<file path="src/rtl/vga_pkg.sv">
// Shared timing defaults, RGB332 colour constants and board cell encoding for
// the VGA board renderer.
package vga_pkg;

  localparam int CLK_DIV_DEF   = 2;
  localparam int H_VISIBLE_DEF = 640;
  localparam int H_FP_DEF      = 16;
  localparam int H_TOTAL_DEF   = 800;
  localparam int V_VISIBLE_DEF = 480;
  localparam int V_FP_DEF      = 10;
  localparam int V_TOTAL_DEF   = 525;
  localparam int BOARD_X0_DEF  = 96;
  localparam int BOARD_Y0_DEF  = 48;

  localparam int CELL_SIZE = 64;
  localparam int CELL_COLS = 7;
  localparam int CELL_ROWS = 6;
  localparam int NUM_CELLS = CELL_COLS * CELL_ROWS;

  localparam logic [7:0] COLOR_BLANK  = 8'h00;
  localparam logic [7:0] COLOR_BG     = 8'h03;
  localparam logic [7:0] COLOR_EMPTY  = 8'hFF;
  localparam logic [7:0] COLOR_P1     = 8'hE0;
  localparam logic [7:0] COLOR_P2     = 8'hFC;
  localparam logic [7:0] COLOR_HILITE = 8'h1C;
  localparam logic [7:0] COLOR_GRID   = 8'h00;

  typedef enum logic [1:0] {
    CELL_EMPTY  = 2'd0,
    CELL_P1     = 2'd1,
    CELL_P2     = 2'd2,
    CELL_HILITE = 2'd3
  } cell_t;

  function automatic logic [7:0] cell_color(input cell_t c);
    case (c)
      CELL_P1:     return COLOR_P1;
      CELL_P2:     return COLOR_P2;
      CELL_HILITE: return COLOR_HILITE;
      default:     return COLOR_EMPTY;
    endcase
  endfunction

  // Row-major flat index; only meaningful for row < 6, col < 7.
  function automatic logic [5:0] cell_index(input logic [2:0] row, input logic [2:0] col);
    return ({3'b000, row} * 6'd7) + {3'b000, col};
  endfunction

endpackage

</file>
<file path="src/rtl/vga_board_renderer_if.sv">
// Board renderer bus: sync inputs, cell write port and pixel outputs.
interface vga_board_renderer_if;

  logic       h_sync;
  logic       v_sync;
  logic       wr_en;
  logic [2:0] wr_row;
  logic [2:0] wr_col;
  logic [1:0] wr_val;
  logic       clear;
  logic [7:0] pixel_color;
  logic       frame_start;

  modport master (
    output h_sync, v_sync, wr_en, wr_row, wr_col, wr_val, clear,
    input  pixel_color, frame_start
  );

  modport slave (
    input  h_sync, v_sync, wr_en, wr_row, wr_col, wr_val, clear,
    output pixel_color, frame_start
  );

endinterface

</file>
<file path="src/rtl/vga_board_mem.sv">
// Working board (written by the game) and shadow board (read by the renderer),
// with clear and frame-boundary copy.
module vga_board_mem
  import vga_pkg::*;
(
  input  logic       clk,
  input  logic       reset,
  input  logic       wr_en,
  input  logic [2:0] wr_row,
  input  logic [2:0] wr_col,
  input  logic [1:0] wr_val,
  input  logic       clear,
  input  logic       copy,
  input  logic [2:0] rd_row,
  input  logic [2:0] rd_col,
  output cell_t      rd_cell
);

  cell_t work   [NUM_CELLS];
  cell_t shadow [NUM_CELLS];

  logic wr_ok;
  assign wr_ok = wr_en && (wr_row < 3'd6) && (wr_col < 3'd7);

  // Copy and write share an edge, so the shadow takes the pre-write contents.
  always_ff @(posedge clk) begin
    if (!reset) begin
      for (int i = 0; i < NUM_CELLS; i++) begin
        work[i]   <= CELL_EMPTY;
        shadow[i] <= CELL_EMPTY;
      end
    end else begin
      if (copy) begin
        for (int i = 0; i < NUM_CELLS; i++) shadow[i] <= work[i];
      end
      if (clear) begin
        for (int i = 0; i < NUM_CELLS; i++) work[i] <= CELL_EMPTY;
      end else if (wr_ok) begin
        work[cell_index(wr_row, wr_col)] <= cell_t'(wr_val);
      end
    end
  end

  always_comb begin
    rd_cell = CELL_EMPTY;
    if ((rd_row < 3'd6) && (rd_col < 3'd7)) rd_cell = shadow[cell_index(rd_row, rd_col)];
  end

endmodule

</file>
<file path="src/rtl/vga_board_renderer.sv">
// Pixel counters aligned to external syncs, 2-stage board pixel pipeline.
// Optional grid lines on cell borders when RENDER_GRID_EN is defined.
module vga_board_renderer
  import vga_pkg::*;
#(
  parameter int CLK_DIV   = CLK_DIV_DEF,
  parameter int H_VISIBLE = H_VISIBLE_DEF,
  parameter int H_FP      = H_FP_DEF,
  parameter int H_TOTAL   = H_TOTAL_DEF,
  parameter int V_VISIBLE = V_VISIBLE_DEF,
  parameter int V_FP      = V_FP_DEF,
  parameter int V_TOTAL   = V_TOTAL_DEF,
  parameter int BOARD_X0  = BOARD_X0_DEF,
  parameter int BOARD_Y0  = BOARD_Y0_DEF
)(
  input logic                 clk,
  input logic                 reset,
  vga_board_renderer_if.slave bus
);

  localparam int BOARD_W = CELL_COLS * CELL_SIZE;
  localparam int BOARD_H = CELL_ROWS * CELL_SIZE;

  logic [7:0] div;
  logic [9:0] x, y;
  logic       hs_q, vs_q, frame_start_q;
  logic       tick, line_end, h_fall, v_fall;

  assign tick     = (div == 8'(CLK_DIV - 1));
  assign line_end = (x == 10'(H_TOTAL - 1));
  assign h_fall   = hs_q & ~bus.h_sync;
  assign v_fall   = vs_q & ~bus.v_sync;

  // Sync edges override the free-running count; the h edge also re-phases the divider.
  always_ff @(posedge clk) begin
    if (!reset) begin
      div           <= '0;
      x             <= '0;
      y             <= '0;
      hs_q          <= 1'b1;
      vs_q          <= 1'b1;
      frame_start_q <= 1'b0;
    end else begin
      hs_q          <= bus.h_sync;
      vs_q          <= bus.v_sync;
      frame_start_q <= v_fall;
      if (h_fall) begin
        x   <= 10'(H_VISIBLE + H_FP);
        div <= '0;
      end else begin
        div <= tick ? '0 : div + 8'd1;
        if (tick) x <= line_end ? '0 : x + 10'd1;
      end
      if (v_fall) y <= 10'(V_VISIBLE + V_FP);
      else if (tick && line_end && !h_fall) y <= (y == 10'(V_TOTAL - 1)) ? '0 : y + 10'd1;
    end
  end

  // Stage p1: region decode and cell coordinates.
  logic [9:0] dx, dy;
  logic       vld_p1, board_p1;
  logic [2:0] col_p1, row_p1;
  assign dx = x - 10'(BOARD_X0);
  assign dy = y - 10'(BOARD_Y0);

`ifdef RENDER_GRID_EN
  logic [5:0] lx_p1, ly_p1;
`endif

  always_ff @(posedge clk) begin
    if (!reset) begin
      vld_p1   <= 1'b0;
      board_p1 <= 1'b0;
      col_p1   <= '0;
      row_p1   <= '0;
`ifdef RENDER_GRID_EN
      lx_p1    <= '0;
      ly_p1    <= '0;
`endif
    end else begin
      vld_p1   <= (x < 10'(H_VISIBLE)) && (y < 10'(V_VISIBLE));
      board_p1 <= (dx < 10'(BOARD_W)) && (dy < 10'(BOARD_H));
      col_p1   <= dx[8:6];
      row_p1   <= dy[8:6];
`ifdef RENDER_GRID_EN
      lx_p1    <= dx[5:0];
      ly_p1    <= dy[5:0];
`endif
    end
  end

  cell_t rd_cell;

  vga_board_mem u_mem (
    .clk     (clk),
    .reset   (reset),
    .wr_en   (bus.wr_en),
    .wr_row  (bus.wr_row),
    .wr_col  (bus.wr_col),
    .wr_val  (bus.wr_val),
    .clear   (bus.clear),
    .copy    (v_fall),
    .rd_row  (row_p1),
    .rd_col  (col_p1),
    .rd_cell (rd_cell)
  );

  // Stage p2: colour select and output register.
  logic [7:0] color_d, color_p2;
  logic       grid;

`ifdef RENDER_GRID_EN
  assign grid = (lx_p1 == 6'd0) || (lx_p1 == 6'd63) || (ly_p1 == 6'd0) || (ly_p1 == 6'd63);
`else
  assign grid = 1'b0;
`endif

  always_comb begin
    color_d = COLOR_BLANK;
    if (vld_p1) begin
      if (!board_p1) color_d = COLOR_BG;
      else if (grid) color_d = COLOR_GRID;
      else           color_d = cell_color(rd_cell);
    end
  end

  always_ff @(posedge clk) begin
    if (!reset) color_p2 <= COLOR_BLANK;
    else        color_p2 <= color_d;
  end

  assign bus.pixel_color = color_p2;
  assign bus.frame_start = frame_start_q;

endmodule

</file>
<file path="src/flat_wrapper.sv">
// flat-port wrapper written by rule: the top's interface ports become plain ports
module vga_board_renderer_flat import vga_pkg::*;
#(
  parameter int CLK_DIV   = CLK_DIV_DEF,
  parameter int H_VISIBLE = H_VISIBLE_DEF,
  parameter int H_FP      = H_FP_DEF,
  parameter int H_TOTAL   = H_TOTAL_DEF,
  parameter int V_VISIBLE = V_VISIBLE_DEF,
  parameter int V_FP      = V_FP_DEF,
  parameter int V_TOTAL   = V_TOTAL_DEF,
  parameter int BOARD_X0  = BOARD_X0_DEF,
  parameter int BOARD_Y0  = BOARD_Y0_DEF
)
  (clk, reset, bus_h_sync, bus_v_sync, bus_wr_en, bus_wr_row, bus_wr_col, bus_wr_val, bus_clear, bus_pixel_color, bus_frame_start);
  vga_board_renderer_if bus_i ();
  input logic clk;
  input logic reset;
  input wire logic [$bits(bus_i.h_sync)-1:0] bus_h_sync;
  input wire logic [$bits(bus_i.v_sync)-1:0] bus_v_sync;
  input wire logic [$bits(bus_i.wr_en)-1:0] bus_wr_en;
  input wire logic [$bits(bus_i.wr_row)-1:0] bus_wr_row;
  input wire logic [$bits(bus_i.wr_col)-1:0] bus_wr_col;
  input wire logic [$bits(bus_i.wr_val)-1:0] bus_wr_val;
  input wire logic [$bits(bus_i.clear)-1:0] bus_clear;
  output wire logic [$bits(bus_i.pixel_color)-1:0] bus_pixel_color;
  output wire logic [$bits(bus_i.frame_start)-1:0] bus_frame_start;
  assign bus_i.h_sync = bus_h_sync;
  assign bus_i.v_sync = bus_v_sync;
  assign bus_i.wr_en = bus_wr_en;
  assign bus_i.wr_row = bus_wr_row;
  assign bus_i.wr_col = bus_wr_col;
  assign bus_i.wr_val = bus_wr_val;
  assign bus_i.clear = bus_clear;
  assign bus_pixel_color = bus_i.pixel_color;
  assign bus_frame_start = bus_i.frame_start;
  vga_board_renderer #(.CLK_DIV(CLK_DIV), .H_VISIBLE(H_VISIBLE), .H_FP(H_FP), .H_TOTAL(H_TOTAL), .V_VISIBLE(V_VISIBLE), .V_FP(V_FP), .V_TOTAL(V_TOTAL), .BOARD_X0(BOARD_X0), .BOARD_Y0(BOARD_Y0)) u_core (.clk(clk), .reset(reset), .bus(bus_i));
endmodule
</file>
<file path="config.mk">
export PLATFORM = sky130hd
export DESIGN_NAME = vga_board_renderer_flat
export DESIGN_NICKNAME = d
export VERILOG_FILES = /design/src/rtl/vga_pkg.sv /design/src/rtl/vga_board_renderer_if.sv /design/src/rtl/vga_board_mem.sv /design/src/rtl/vga_board_renderer.sv /design/src/flat_wrapper.sv
export SDC_FILE = /design/constraint.sdc
export NUM_CORES = 1
export LEC_CHECK = 0
export CAP_MARGIN = 20
export CORE_UTILIZATION = 40
export CTS_CLUSTER_DIAMETER = 200
export DETAILED_ROUTE_END_ITERATION = 8
export PLACE_DENSITY_LB_ADDON = 0.05
export SLEW_MARGIN = 20
export SYNTH_ARGS = -nofsm -noshare
export SYNTH_HDL_FRONTEND = slang
export SYNTH_SLANG_ARGS = --single-unit
</file>
<file path="constraint.sdc">
create_clock -name clk -period 5.05 [get_ports clk]
set_clock_uncertainty 0.15 [all_clocks]
set_input_delay 0.505 -clock clk [delete_from_list [all_inputs] [get_ports clk]]
set_output_delay 0.505 -clock clk [all_outputs]
set_load 0.1 [all_outputs]
</file>
=== Word-level counts from Yosys, hierarchy flattened ===
Memories as Yosys holds them, arrays and structs flattened.
Cells that the tools add are included.

* Add/subtract/negate cells: 7
* Multipliers: 2
* Order comparisons: 8
* Eq/ne operators: 6
* Muxes and demuxes: 107
* Bitwise gates (word level): 89
* Reductions and logical operators: 16

{| class="wikitable"
|+ Operators with widths
! cell !! number
|-
| 2-bit two-way mux || 87
|-
| 1-bit bitwise OR || 84
|-
| 10-bit two-way mux || 4
|-
| 10-bit by 9-bit < comparator with 1-bit output (second input constant) || 3
|-
| 8-bit one-hot mux with 3 select lines || 1
|-
| 10-bit by 1-bit adder with 10-bit output (second input constant) || 2
|-
| 10-bit equality test (second input constant) || 2
|-
| 9-bit two-way mux || 2
|-
| 6-bit by 3-bit adder with 6-bit output || 2
|-
| 3-bit < comparator (second input constant) || 4
|-
| 3-bit by 3-bit multiplier with 6-bit output (second input constant) || 2
|-
| 1-bit two-way mux || 12
|-
| 10-bit < comparator (second input constant) || 1
|-
| 10-bit by 6-bit subtractor with 10-bit output (second input constant) || 1
|-
| 10-bit by 7-bit subtractor with 10-bit output (second input constant) || 1
|-
| 8-bit by 1-bit adder with 8-bit output (second input constant) || 1
|-
| 8-bit by 1-bit equality test with 1-bit output (second input constant) || 1
|-
| 1-bit logical AND || 7
|-
| 6-bit two-way mux || 1
|-
| 2-bit OR reduction || 3
|-
| 2-bit equality test (second input constant) || 2
|-
| 2-bit nonzero test || 2
|-
| 1-bit NOT || 3
|-
| 3-bit AND reduction || 1
|-
| 5 further kinds || 6
|}

* Flip-flop bits (word level): 47
* RAM bits: 168
* Bits of input ports: 14
* Memories kept: 2

{| class="wikitable"
|+ Memories
! name !! depth !! width !! rd ports !! clocked after memory_dff !! wr ports !! RTL line !! text
|-
| u_core.u_mem.shadow || 42 || 2 || 1 || 0 || 42 || vga_board_mem.sv:20 || <nowiki>cell_t shadow [NUM_CELLS];</nowiki>
|-
| u_core.u_mem.work || 42 || 2 || 42 || 0 || 42 || vga_board_mem.sv:19 || <nowiki>cell_t work [NUM_CELLS];</nowiki>
|}

=== Logic depth before layout (Yosys ltp) ===
* Depth in word-level cells: 9
* Gate-level depth with buffers: 11
* Depth with buffers taken out: 10

=== Cells and area by module ===
From an unflattened synthesis, not the netlist that was laid out.

* Cells, all modules: 815
* Area total of the unflattened synthesis: 10070.9 sq um

{| class="wikitable"
|+ By module, submodules not included
! module !! times used !! cells an instance !! area each (sq um) !! seq. area each (sq um)
|-
| vga_board_mem || 1 || 567 || 7936.4 || 5044.8
|-
| vga_board_renderer || 1 || 248 || 2134.5 || 840.8
|}

=== Worst setup path before layout ===
Ideal clock, no wire load.

* Path kind: input port to flip-flop
* From: input bus_wr_row[0]
* To: memory u_core.u_mem.work[11][0] (netlist name), enable pin
* Setup time: 0.327 ns
* Arrival: 3.435 ns
* Data required time: 4.573 ns
* Path slack: 1.138 ns
* Cell stages on the path: 10
* Path buffers: 2
* Cells stage by stage: fa_1 > fa_1 > fa_1 > a21o_1 > a21oi_1 > xnor2_1 > or3_1 > clkbuf_1 > clkbuf_1 > o21ai_0

{| class="wikitable"
|+ RTL lines
! what !! RTL line !! text
|-
| start: declaration || flat_wrapper.sv:21 || <nowiki>input wire logic [$bits(bus_i.wr_row)-1:0] bus_wr_row;</nowiki>
|-
| end: declaration || vga_board_mem.sv:19 ||
|}

==> results.py <==
metrics = {
    "grt": {
        "groute.usage.overall": 0.177,
        "overflow": 0,
        "grt_pass1_wl_um": 32900,
        "first_global_vias": 6013,
        "antenna_found_initial": 0,
        "pin_count_of_the_biggest_net_entering_global_routing": 85,
    },
    "logic_synthesis": {
        "syn_area_sq_um": 9700,
        "proportion_of_register_bits_with_asynchronous_set_or_reset_after_synthesis": 0,
        "cells_after_synth": 796,
        "avgSynthCellArea_sq_um": 12.2,
        "yosys.cell_count.top_type": "sky130_fd_sc_hd__edfxtp_1",
        "netlist.area_leader.share": 0.520,
        "netlist_top_cells_count": "168 x sky130_fd_sc_hd__edfxtp_1, 119 x sky130_fd_sc_hd__nor2_1, 94 x sky130_fd_sc_hd__and2_1, 47 x sky130_fd_sc_hd__o21ai_0, 46 x sky130_fd_sc_hd__nand2_1",
        "post_synth_num_cell_types": 49,
        "synth.ff_latch_count": 210,
        "ys_dominant_reg_cell": "sky130_fd_sc_hd__edfxtp_1",
        "ys.warnings.count": 0,
        "syn-num-nets": 845,
        "synth_top_cell_by_area": "sky130_fd_sc_hd__edfxtp_1",
        "synth_enable_flop_cells": 168,
        "synth-seq-area-share": 0.607,
        "cell_types_with_the_largest_area_share_after_synthesis": "sky130_fd_sc_hd__edfxtp_1 52%, sky130_fd_sc_hd__dfxtp_1 8.7%, sky130_fd_sc_hd__and2_1 6.1%",
    },
    "clocking": {
        "cts.sink_count": 210,
        "clk_root_buffer_cell": "sky130_fd_sc_hd__clkbuf_16",
        "cts_inserted_buffers": 24,
        "clkSlewWorstSetupHoldPaths_ns": 0.06,
        "postCtsHoldBufs": 0,
        "clk_latency_ns": 0.51,
        "htree_num_levels": 1,
        "tritoncts": "yes",
        "postCtsResizedCells": 0,
        "post-cts-setup-buffer-count": 0,
        "cts-root-to-sink-buffers": 3,
    },
    "detailed_routing": {
        "wl_um": 20800,
        "viasPerCell": 5.07,
        "drc": 0,
        "via_count": 5798,
        "routed_wire_length_per_instance_um": 18.2,
        "drt_first_iter_violations": 312,
        "firstDrtPassIters": 5,
        "drt.antenna.violating_nets": 0,
    },
    "timing": {
        "worstMarginPinSlew_ns": 0.964,
        "setup-tns-final_ns": 0,
        "fin_crit_ns": 4.37,
        "fin_ws_ns": 0.679,
        "final_setup_violating_endpoints": 0,
        "final_min_period_over_clock_period": 0.866,
        "max_clock_freq_ghz": 0.229,
        "slew_headroom": 0.355,
        "setup_repair_after_global_routing_missed_its_margin": "false",
        "final_hold_viol_count": 0,
        "finalMaxSlewViolations": 0,
    },
    "setup_path": {
        "setup.worst_path.start_class": "input pin",
        "worst-endpoint-arrival_ns": 4.40,
        "worst_r2r_startpoint": "u_core.row_p1[1]",
        "critPathCaptureType": "flop",
        "worstSetupStartpoint": "bus_wr_row[1]",
        "critPathKind": "in2reg",
        "cp_required_ns": 5.08,
        "cp_max_fo": 17,
    },
    "finish": {
        "finish.instance_area_sq_um": 11000,
        "final_util": 0.465,
        "final_layout_size_suffix_gt1_frac": 0.0897,
        "area.growth.synth_to_final_pct": 13.3,
        "number_of_nets_in_the_finished_design": 856,
        "antenna_cells_inserted": 0,
    },
    "floorplanning": {
        "die-height_um": 158,
        "boundaryPins": 23,
        "die_area_sq_um": 24900,
        "design.core.area_sq_um": 23600,
        "die_width_um": 158,
        "std_cell_rows": 56,
        "floorplan.initialDensity": 0.411,
    },
    "power": {
        "clock_power_share": 0.401,
        "power_switching_share": 0.257,
        "power.density_cell_area_nw_per_um2": 396,
        "cellInternalPower_mw": 3.23,
        "seqPwrFrac": 0.459,
        "total_leakage_power_nw": 4.08,
        "share_of_total_power_in_combinational_logic": 0.140,
        "p_switching_mw": 1.12,
        "irDropWorstVdd_uv": 180,
    },
    "placed_design": {
        "portBuffers": 22,
        "dpl_cell_area_sq_um": 10200,
        "post-place-ws_ns": 0.177,
        "hpwlAfterDp_um": 14200,
        "routabilityCongestion": 0.816,
    },
    "hold_path": {
        "hold_path.startpoint": "u_core.div[0]",
        "timing.hold.worst.class": "reg2reg",
    },
    "status": {
        "run_status": "completed",
    },
    "flow_run": {
        "max_cap_violations": 0,
    },
}
power groups by stage:
| stage | Clock [mW] | Combinational, mW | Sequential [mW] |
|---|---|---|---|
| 6_report | 1.74 | 0.607 | 1.99 |
| 3_3_place_gp | 0 | 0.603 | 2.03 |
| 4_1_cts | 1.78 | 0.613 | 2.00 |
| 3_5_place_dp | 0 | 0.610 | 2.03 |
| 2_1_floorplan | 0 | 0.428 | 2.03 |
| 5_1_grt | 1.84 | 0.672 | 2.00 |
per-stage QoR:
stage          hold WS (ns)  std cells  power [mW]
3_3_place_gp          0.308       1100        2.63
5_1_grt               0.363       1144        4.52
3_5_place_dp          0.321       1100        2.64
2_1_floorplan         0.288        796        2.46
6_report              0.332       1144        4.35
4_1_cts               0.334       1144        4.39
flip-flops by register name, summed over array words and instances (netlist names), 3 cells and up:
name	count
u_core.u_mem.shadow	84
u_core.u_mem.work	84
u_core.x	10
u_core.y	10
u_core.div	8
u_core.bus.pixel_color	3
u_core.col_p1	3
u_core.row_p1	3
worst max-delay path, stage by stage:
cell	delay, ns
sky130_fd_sc_hd__clkdlybuf4s50_1	0.62
sky130_fd_sc_hd__fa_1	0.49
sky130_fd_sc_hd__fa_1	0.53
sky130_fd_sc_hd__fa_1	0.50
sky130_fd_sc_hd__a21o_1	0.20
sky130_fd_sc_hd__a21oi_1	0.28
sky130_fd_sc_hd__xor2_1	0.27
sky130_fd_sc_hd__and2_1	0.19
sky130_fd_sc_hd__nand2_1	0.34
sky130_fd_sc_hd__o21ai_0	0.47
cells by family after synthesis:
family	Yosys count	share of synthesized area
xor+xnor	34	0.0315
flops	210	0.607
mux	28	0.0548
compound gates	87	0.0511
simple gates	338	0.175
buf+inv	64	0.0290
fa+ha+maj	35	0.0514
metal layers:
layer / GRT usage / share of wire / up-vias
li1: - / - / 2829
met5: 0 / 0 / -
met1: 0.222 / 0.43 / 2797
met3: 0.0235 / 0.035 / 38
met2: 0.318 / 0.51 / 134
met4: 0.0499 / 0.026 / 0
area by class of cell:
| type | instances | area (sq um) |
|---|---|---|
| well taps | 319 | 399 |
| clock buffers | 31 | 648 |
| clock inverters | 13 | 144 |
| fillers | 2185 | 12600 |
| repair buffers | 33 | 303 |
| inverters | 16 | 60.1 |
| multi-input cells | 522 | 3540 |
| flip-flops and latches | 210 | 5890 |
layout by cell type, fill, tap and decap left out, types with 5 or more instances in the layout:
master and count:
sky130_fd_sc_hd__a21oi_1 14, sky130_fd_sc_hd__a21o_1 5, sky130_fd_sc_hd__xor2_1 20, sky130_fd_sc_hd__clkbuf_1 6
sky130_fd_sc_hd__clkdlybuf4s50_1 22, sky130_fd_sc_hd__a31oi_1 5, sky130_fd_sc_hd__nor2_1 119, sky130_fd_sc_hd__mux4_2 20
sky130_fd_sc_hd__nand2_1 45, sky130_fd_sc_hd__o21ai_1 5, sky130_fd_sc_hd__o21ai_0 47, sky130_fd_sc_hd__and2_1 94
sky130_fd_sc_hd__nand2b_1 7, sky130_fd_sc_hd__fa_1 8, sky130_fd_sc_hd__buf_4 11, sky130_fd_sc_hd__ha_1 27
sky130_fd_sc_hd__dfxtp_1 42, sky130_fd_sc_hd__nand3_1 23, sky130_fd_sc_hd__clkbuf_16 25, sky130_fd_sc_hd__mux2i_1 7
sky130_fd_sc_hd__clkinv_1 5, sky130_fd_sc_hd__or3_1 5, sky130_fd_sc_hd__edfxtp_1 168, sky130_fd_sc_hd__nand4_1 11
sky130_fd_sc_hd__and3_1 9, sky130_fd_sc_hd__xnor2_1 13, sky130_fd_sc_hd__inv_1 15
path summary, 6_finish.rpt:
check	end	slack, ns	depth (start not counted)
setup / recovery	u_core.u_mem.work[16][0]	0.68	10
hold / removal	u_core.div[0]	0.33	1
setup reg to reg	u_core.bus.pixel_color[4]	1.09	9
hold reg to reg	u_core.div[0]	0.33	1
(Power assumes the default switching activity.)
